<file path="config.mk">
export PLATFORM = sky130hd
export DESIGN_NAME = uart_rx_bit_sampler
export DESIGN_NICKNAME = d
export VERILOG_FILES = /design/src/rtl/uart_rx_bit_sampler.sv
export SDC_FILE = /design/constraint.sdc
export NUM_CORES = 1
export LEC_CHECK = 0
export CAP_MARGIN = 20
export CORE_ASPECT_RATIO = 1.75
export CORE_MARGIN = 2
export CORE_UTILIZATION = 53
export DETAILED_ROUTE_END_ITERATION = 6
export HOLD_SLACK_MARGIN = 0.1
export PLACE_DENSITY = 0.75
export SLEW_MARGIN = 20
export SYNTH_ARGS = -nofsm -noshare
export SYNTH_HDL_FRONTEND = slang
export SYNTH_SLANG_ARGS = --single-unit
</file>
<file path="constraint.sdc">
create_clock -name b_bd_clock -period 1.82 [get_ports b_bd_clock]
set_clock_uncertainty 0.1 [all_clocks]
set_input_delay 0.455 -clock b_bd_clock [delete_from_list [all_inputs] [get_ports b_bd_clock]]
set_output_delay 0.455 -clock b_bd_clock [all_outputs]
set_load 0.01 [all_outputs]
</file>
<file path="src/rtl/uart_rx_bit_sampler.sv">
// uart_rx_bit_sampler -- UART receive front end running on the x4 baud-tick clock.
// Latency: oDATA_REQ rises 38 (STOP_BITS=1) / 42 (STOP_BITS=2) cycles after the start-detect edge.
// Backpressure: none; request pulses are fire-and-forget, oDATA is held until the next frame completes.
//
// Optional build macro: UART_RX_MAJORITY_EN
//   undefined : every bit is a single sample taken at phase 1 of the bit
//   defined   : every bit is the 2-of-3 majority of phases 0,1,2, decided at phase 2
//
// Ports
//   b_bd_clock  in   1  baud-tick clock, 4 ticks per bit
//   inRESET     in   1  asynchronous active-low reset
//   iUART_RXD   in   1  raw serial line, idle high, asynchronous to b_bd_clock
//   oDATA       out  8  last received byte, stable from oDATA_REQ until the next frame completes
//   oFRAME_ERR  out  1  a stop bit of the last frame was sampled low; updated together with oDATA
//   oDATA_REQ   out  1  single-cycle pulse: oDATA / oFRAME_ERR are valid
//   oIDLE_REQ   out  1  single-cycle pulse: receiver returned to IDLE after a frame
//   oBUSY       out  1  receiver is in any state other than IDLE
//
// Parameter STOP_BITS: number of stop bits checked. 1 selects one stop bit; any
// other value is treated as 2.

module uart_rx_bit_sampler #(
  parameter int STOP_BITS = 1
) (
  input  logic       b_bd_clock,
  input  logic       inRESET,
  input  logic       iUART_RXD,
  output logic [7:0] oDATA,
  output logic       oFRAME_ERR,
  output logic       oDATA_REQ,
  output logic       oIDLE_REQ,
  output logic       oBUSY
);

  typedef enum logic [2:0] {
    ST_IDLE    = 3'd0,
    ST_START   = 3'd1,
    ST_DATA    = 3'd2,
    ST_STOP    = 3'd3,
    ST_DONE    = 3'd4,
    ST_BRKWAIT = 3'd5
  } state_t;

  // Two-flop synchroniser on the raw line; both flops reset to the idle level
  // so that reset release never looks like a falling start edge.
  logic       sync1_q, sync1_d;
  logic       sync2_q, sync2_d;
  logic       rxd_s;

  state_t     state_q, state_d;
  logic [1:0] phase_q, phase_d;
  logic [2:0] bit_cnt_q, bit_cnt_d;
  logic [7:0] sr_q, sr_d;
  logic       err_q, err_d;
  logic       stop_idx_q, stop_idx_d;   // 0: first stop bit, 1: second stop bit
  logic       idle_pend_q, idle_pend_d; // IDLE was just entered from DONE/BRKWAIT

  logic [7:0] data_q, data_d;
  logic       frame_err_q, frame_err_d;
  logic       data_req_q, data_req_d;
  logic       idle_req_q, idle_req_d;
  logic       busy_q, busy_d;

  logic       stop_last;
  logic       err_fin;

`ifdef UART_RX_MAJORITY_EN
  // Samples taken at phase 0 and phase 1 of the current bit; phase 2 is the live rxd_s.
  logic [1:0] smp_q, smp_d;

  function automatic logic maj3(input logic a, input logic b, input logic c);
    return (a & b) | (a & c) | (b & c);
  endfunction
`endif

  assign rxd_s     = sync2_q;
  assign stop_last = (STOP_BITS == 1) || stop_idx_q;

  always_comb begin
    sync1_d     = iUART_RXD;
    sync2_d     = sync1_q;
    state_d     = state_q;
    phase_d     = phase_q + 2'd1;
    bit_cnt_d   = bit_cnt_q;
    sr_d        = sr_q;
    err_d       = err_q;
    stop_idx_d  = stop_idx_q;
    idle_pend_d = idle_pend_q;
    data_d      = data_q;
    frame_err_d = frame_err_q;
    data_req_d  = 1'b0;
    idle_req_d  = 1'b0;
    err_fin     = err_q;
`ifdef UART_RX_MAJORITY_EN
    smp_d = smp_q;
    if (phase_q == 2'd0) smp_d[0] = rxd_s;
    if (phase_q == 2'd1) smp_d[1] = rxd_s;
`endif

    case (state_q)
      ST_IDLE: begin
        phase_d = 2'd1;
        // The idle pulse is emitted in the first IDLE cycle, even if a new
        // start edge is detected in that very cycle.
        if (idle_pend_q) begin
          idle_req_d  = 1'b1;
          idle_pend_d = 1'b0;
        end
        // The sample that sees the line low counts as phase 0 of the start bit.
        if (!rxd_s) begin
          state_d    = ST_START;
          err_d      = 1'b0;
          stop_idx_d = 1'b0;
        end
      end

      ST_START: begin
`ifdef UART_RX_MAJORITY_EN
        // Phase 0 is known low; abort unless at least one of phases 1,2 is low too.
        if (phase_q == 2'd2 && smp_q[1] && rxd_s) begin
          state_d = ST_IDLE;
        end
`else
        if (phase_q == 2'd1 && rxd_s) begin
          state_d = ST_IDLE;
        end
`endif
        if (phase_q == 2'd3) begin
          state_d   = ST_DATA;
          bit_cnt_d = 3'd0;
        end
      end

      ST_DATA: begin
`ifdef UART_RX_MAJORITY_EN
        if (phase_q == 2'd2) begin
          sr_d = {maj3(smp_q[0], smp_q[1], rxd_s), sr_q[7:1]};
        end
`else
        if (phase_q == 2'd1) begin
          sr_d = {rxd_s, sr_q[7:1]};
        end
`endif
        if (phase_q == 2'd3) begin
          bit_cnt_d = bit_cnt_q + 3'd1;
          if (bit_cnt_q == 3'd7) begin
            state_d = ST_STOP;
          end
        end
      end

      ST_STOP: begin
`ifdef UART_RX_MAJORITY_EN
        // The last stop bit leaves at phase 1 so DONE lands on its phase 2,
        // where the majority vote is completed; frame timing is unchanged.
        if (phase_q == 2'd1 && stop_last) begin
          state_d = ST_DONE;
        end
        if (phase_q == 2'd2 && !stop_last) begin
          err_d      = err_q | ~maj3(smp_q[0], smp_q[1], rxd_s);
          stop_idx_d = 1'b1;
        end
`else
        if (phase_q == 2'd1) begin
          err_d = err_q | ~rxd_s;
          if (stop_last) begin
            state_d = ST_DONE;
          end else begin
            stop_idx_d = 1'b1;
          end
        end
`endif
      end

      ST_DONE: begin
`ifdef UART_RX_MAJORITY_EN
        err_fin = err_q | ~maj3(smp_q[0], smp_q[1], rxd_s);
`endif
        data_d      = sr_q;
        frame_err_d = err_fin;
        data_req_d  = 1'b1;
        err_d       = err_fin;
        if (err_fin) begin
          // A low stop bit usually means a break; wait for the line to recover
          // instead of decoding the held-low line as a stream of 0x00 frames.
          state_d = ST_BRKWAIT;
        end else begin
          state_d     = ST_IDLE;
          idle_pend_d = 1'b1;
        end
      end

      ST_BRKWAIT: begin
        if (rxd_s) begin
          state_d     = ST_IDLE;
          idle_pend_d = 1'b1;
        end
      end

      default: begin
        state_d = ST_IDLE;
      end
    endcase

    busy_d = (state_d != ST_IDLE);
  end

  always_ff @(posedge b_bd_clock or negedge inRESET) begin
    if (!inRESET) begin
      sync1_q     <= 1'b1;
      sync2_q     <= 1'b1;
      state_q     <= ST_IDLE;
      phase_q     <= 2'd0;
      bit_cnt_q   <= 3'd0;
      sr_q        <= 8'h00;
      err_q       <= 1'b0;
      stop_idx_q  <= 1'b0;
      idle_pend_q <= 1'b0;
      data_q      <= 8'h00;
      frame_err_q <= 1'b0;
      data_req_q  <= 1'b0;
      idle_req_q  <= 1'b0;
      busy_q      <= 1'b0;
`ifdef UART_RX_MAJORITY_EN
      smp_q       <= 2'b11;
`endif
    end else begin
      sync1_q     <= sync1_d;
      sync2_q     <= sync2_d;
      state_q     <= state_d;
      phase_q     <= phase_d;
      bit_cnt_q   <= bit_cnt_d;
      sr_q        <= sr_d;
      err_q       <= err_d;
      stop_idx_q  <= stop_idx_d;
      idle_pend_q <= idle_pend_d;
      data_q      <= data_d;
      frame_err_q <= frame_err_d;
      data_req_q  <= data_req_d;
      idle_req_q  <= idle_req_d;
      busy_q      <= busy_d;
`ifdef UART_RX_MAJORITY_EN
      smp_q       <= smp_d;
`endif
    end
  end

  assign oDATA      = data_q;
  assign oFRAME_ERR = frame_err_q;
  assign oDATA_REQ  = data_req_q;
  assign oIDLE_REQ  = idle_req_q;
  assign oBUSY      = busy_q;

endmodule
</file>
======== Yosys cells after proc, flatten, opt, wreduce, memory -nomap -nowiden ========
Index checks and enable logic that the tools add are counted.
storage, ports and cells
  register bits ........................... 32
  input bits .............................. 3
  latch bits .............................. 0
  bits in read-only memories .............. 0
  memories ................................ 0
  output and inout bits ................... 12
  word-level logic and storage cells ...... 63
  memory bits (writable) .................. 0
cells by class
  multipliers ............................. 0
  shift-type cells ........................ 0
  reductions and logical operators ........ 10
  div/mod/pow operators ................... 0
  bitwise logic cells ..................... 2
  muxes and demuxes ....................... 22
  order comparisons ....................... 0
  $add $sub $neg .......................... 2
  eq/ne operators ......................... 14
operator list
  operator               number
  $mux W3                10
  $pmux W3 S6            1
  $ne A2 B2 Y1 const B   6
  $eq A3 B3 Y1 const B   3
  $reduce_and A3 Y1      3
  $mux W1                7
  $eq A3 B2 Y1 const B   2
  $pmux W3 S2            1
  $reduce_bool A3 Y1     2
  $reduce_bool A2 Y1     2
  $add A3 B1 Y3 const B  1
  $eq A3 B1 Y1 const B   1
  $logic_not A3 Y1       1
  $pmux W1 S3            1
  $add A2 B1 Y2 const B  1
  $eq A2 B1 Y1 const B   1
  $eq A2 B2 Y1 const B   1
  $mux W2                1
  $pmux W1 S2            1
  $reduce_and A2 Y1      1
  $logic_and A1 B1 Y1    1
  $not A1 Y1             1
  $or A1 B1 Y1           1

======== Depth between registers and ports, before layout ========
  depth after elaboration ................. 6
  gate-level depth with buffers ........... 5
  depth with buffers taken out ............ 5

======== Worst setup path before layout ========
No wires, ideal clock.
  path kind ............................... register to register
  from .................................... register state_q[1]
  to ...................................... register data_q[0] (netlist: oDATA[0])
  stages on the path, launching flop included .. 6
  period minus slack after synthesis ...... 1,445 ps
  arrival time ............................ 1,220 ps
  buffers on the path ..................... 2
  setup slack ............................. 375 ps
  path through ............................ dfrtp_1 > buf_6 > nor2_2 > and2_1 > buf_6 > mux2_4
between the ends
  longest elaborated chain between the ends .. 1
ends and longest elaborated chain
  item                      RTL line  text
  start: declaration        50        state_t state_q, state_d;
  start signal: assignment  230       state_q <= state_d;
  $eq A3 B3 Y1              100       case (state_q)
  end signal: assignment    237       data_q <= data_d;
  end: declaration          58        logic [7:0] data_q, data_d;
No other way between the ends.
A chain may end at the register's enable or synchronous reset.

======== Worst setup path in the final report ========
  from .................................... register frame_err_q (netlist: oFRAME_ERR)
  to ...................................... output oFRAME_ERR
RTL lines
  item                      RTL line  text
  start: declaration        59        logic frame_err_q, frame_err_d;
  start signal: assignment  238       frame_err_q <= frame_err_d;
  end: declaration          29        output logic oFRAME_ERR,
No word-level cell between the ends.

==> impl_metrics.csv <==
group,metric,value,unit
outcome,status,"complete, no violations",
route,drtPass1Iterations,4,
global_route,grtUsageMet2,31.0,%
flow_run,maxCapViolations,0,
place,place.gp.congestion,0.865,
critical_path,critPathArrivalTime,1.20,ns
clock_tree,clk_latency,0.28,ns
layout,stdcell_count,154,
clock_tree,cts-buffers-inserted,5,
clock_tree,cts_buffer_depth,2,
global_route,grt_max_degree,11,
critical_path,crit_type,"reg2out",
timing,rsz0062_at_grt,"no",
synthesis,async_reset_ff_share,100,%
global_route,overflow,0,
clock_tree,h-tree-depth,2,
route,drc,0,
clock_tree,cts_setup_buffers,0,
place,dp_cells,146,
critical_path,slowest_delay,0.55,ns
route,totalWireLength,2.59,mm
layout,num-fill-cells,186,
timing,fin_crit_sh,96.2,%
layout,area_growth,20.2,%
timing,setup_viol,0,
floorplanning,dieHeight,72.5,um
layout,drive_above_1_share,27.3,%
timing,hold_viol_final,0,
global_route,grt_pass1_vias,973,
synthesis,synth.distinct_cells,28,
synthesis,ys.flop_type,"dfrtp_1",
route,drt_iter0_drc,15,
timing,hold_ws,0.260,ns
synthesis,post_synth.cell_area_avg,13.7,um^2
clock_tree,cts_resized,0,
global_route,grt.total_usage,19.3,%
synthesis,synth_area,1420,um^2
synthesis,synth_seq_cells,32,
place,dp_hpwl,1.91,mm
timing,slew_headroom,71.8,%
critical_path,critPathTopFamily,"buffers and inverters",
route,post_drt_via_cell_ratio,5.88,
global_route,antenna_found_initial,0,
synthesis,yosysSeqAreaShare,56.5,%
layout,antenna_cells,0,
critical_path,cp-start-kind,"flop",
floorplanning,rows,24,
clock_tree,root_buffer,"clkbuf_8",
critical_path,path_cells,"clkdlybuf4s50_1",
route,final_antenna_net_count,0,
pwr,peakVddDrop,0.967,mV
critical_path,critPathBufInv,1,
clock_tree,ctsHoldBuffers,0,
critical_path,critPathMaxFanout,2,
floorplanning,core-area,2520,um^2
global_route,use_met1,20.2,%
critical_path,cp.required,1.26,ns
timing,fmax,571,MHz
floorplanning,fp.dieW,43.1,um
timing,tns,0,ns
route,vias,906,
floorplanning,start_util,56.3,%
route,avgRoutedWirePerCell,16.8,um
synthesis,ys.warnings.count,0,
clock_tree,cts.sinks,32,
timing,maxSlewViolCount,0,
synthesis,syn_inst,104,
clock_tree,cts.clk_slew.worst_paths,0.07,ns
synthesis,synth-edff-count,0,
hold_path,hp-class,"reg2reg",
place,io_buffers,14,
global_route,grt_busiest_layer,"met2",
pwr,p_leak,0.796,nW
critical_path,end_kind,"output pin",
layout,fin_nets,134,
place,dpl_worst_slack,0.265,ns
clock_tree,cts_tree,"yes",
pwr,powerDensity,1500,nW/um^2
timing,setup_slack,0.0690,ns
floorplanning,dieArea,3130,um^2
critical_path,crit_slowest_cell,"clkdlybuf4s50_1",
floorplanning,pin_count,15,
synthesis,synth_fp_nets,111,
timing,fin_crit,1.75,ns
global_route,grt_util_met3,8.46,%
global_route,grt_pass1_wl,4.35,mm
timing,tightest_slew,0.422,ns
## kinds of logic (layout without fill, tap and decap cells)
group                      after synthesis  in the layout  synth area share [%]
buffers and inverters                    8             32                  3.78
muxes                                   18             18                  18.7
DFF                                     32             32                  56.5
adders and majority gates                4              4                  3.52
and+or+nand+nor                         22             22                  8.63
AOI/OAI and AO/OA                       20             20                  8.89
## layout make-up
cell class | instances | area [um^2] | area share, %
flip-flops and latches | 32 | 803 | 47.0
multi-input cells | 64 | 564 | 33.0
repair buffers | 21 | 205 | 12.0
clock buffers | 6 | 82.6 | 4.83
well taps | 26 | 32.5 | 1.90
inverters | 3 | 11.3 | 0.659
clock inverters | 2 | 10.0 | 0.586
## final timing paths
kind | from | to | slack (ns) | depth (start not counted)
hold reg to reg | sync1_q | rxd_s | 0.26 | 0
setup reg to reg | state_q[1] | oDATA[7] | 0.25 | 4
min in group asynchronous | inRESET | state_q[0] | 0.37 | 1
setup / recovery | oFRAME_ERR | oFRAME_ERR | 0.07 | 1
max in group asynchronous | inRESET | phase_q[0] | 0.76 | 2
hold / removal | sync1_q | rxd_s | 0.26 | 0
## routing by layer
metal,vias up,share of wire (%)
li1,412,-
met3,9,4.1
met2,27,53
met4,0,3.5
met5,-,0
met1,458,39
## report_power, final
group	total (W)	internal, W	switching [W]
Clock	0.000552	0.000301	0.000251
Sequential	0.00112	0.000928	0.000190
Combinational	0.000891	0.000493	0.000398
Total	0.00256	0.00172	0.000839
## cells in the mapped netlist, drive strengths merged (2+ instances only)
cell type  instances  area share, %
o31ai              2            1.1
and2               2           0.88
nand2b             5            2.2
nor2               4            1.2
a22oi              2            1.1
o211ai             3            1.6
dfstp              2            3.7
nand2              2           0.53
mux2              17             18
a21oi              2           0.70
nor3               2           0.70
nor2b              3            1.3
ha                 4            3.5
inv                3           0.79
a31oi              2           0.88
dfrtp             30             53
o21ai              7            2.5
buf                4            2.7
## registers in the layout, indices dropped and copies added (netlist names), 2 cells and up
register	count
phase_q	2
oDATA	8
state_q	3
bit_cnt_q	3
sr_q	8
## metrics by stage
step,util (%),instance area [um^2],power [W]
2_1_floorplan,-,1420,0.00172
3_3_place_gp,64.1,1620,0.00196
3_5_place_dp,64.1,1620,0.00202
4_1_cts,67.8,1710,0.00258
5_1_grt,67.8,1710,0.00272
6_report,67.8,1710,0.00256
## cells in the final DEF (no fill, tap or decap), drive strengths merged, types with 2 or more instances in the layout
master and n:
a21oi 2, a22oi 2, a31oi 2, and2 2
buf 7, clkbuf 6, clkdlybuf4s50 14, clkinv 2
dfrtp 30, dfstp 2, ha 4, inv 3
mux2 17, nand2 2, nand2b 5, nor2 4
nor2b 3, nor3 2, o211ai 3, o21ai 7
o31ai 2
(Power assumes the default switching activity.)
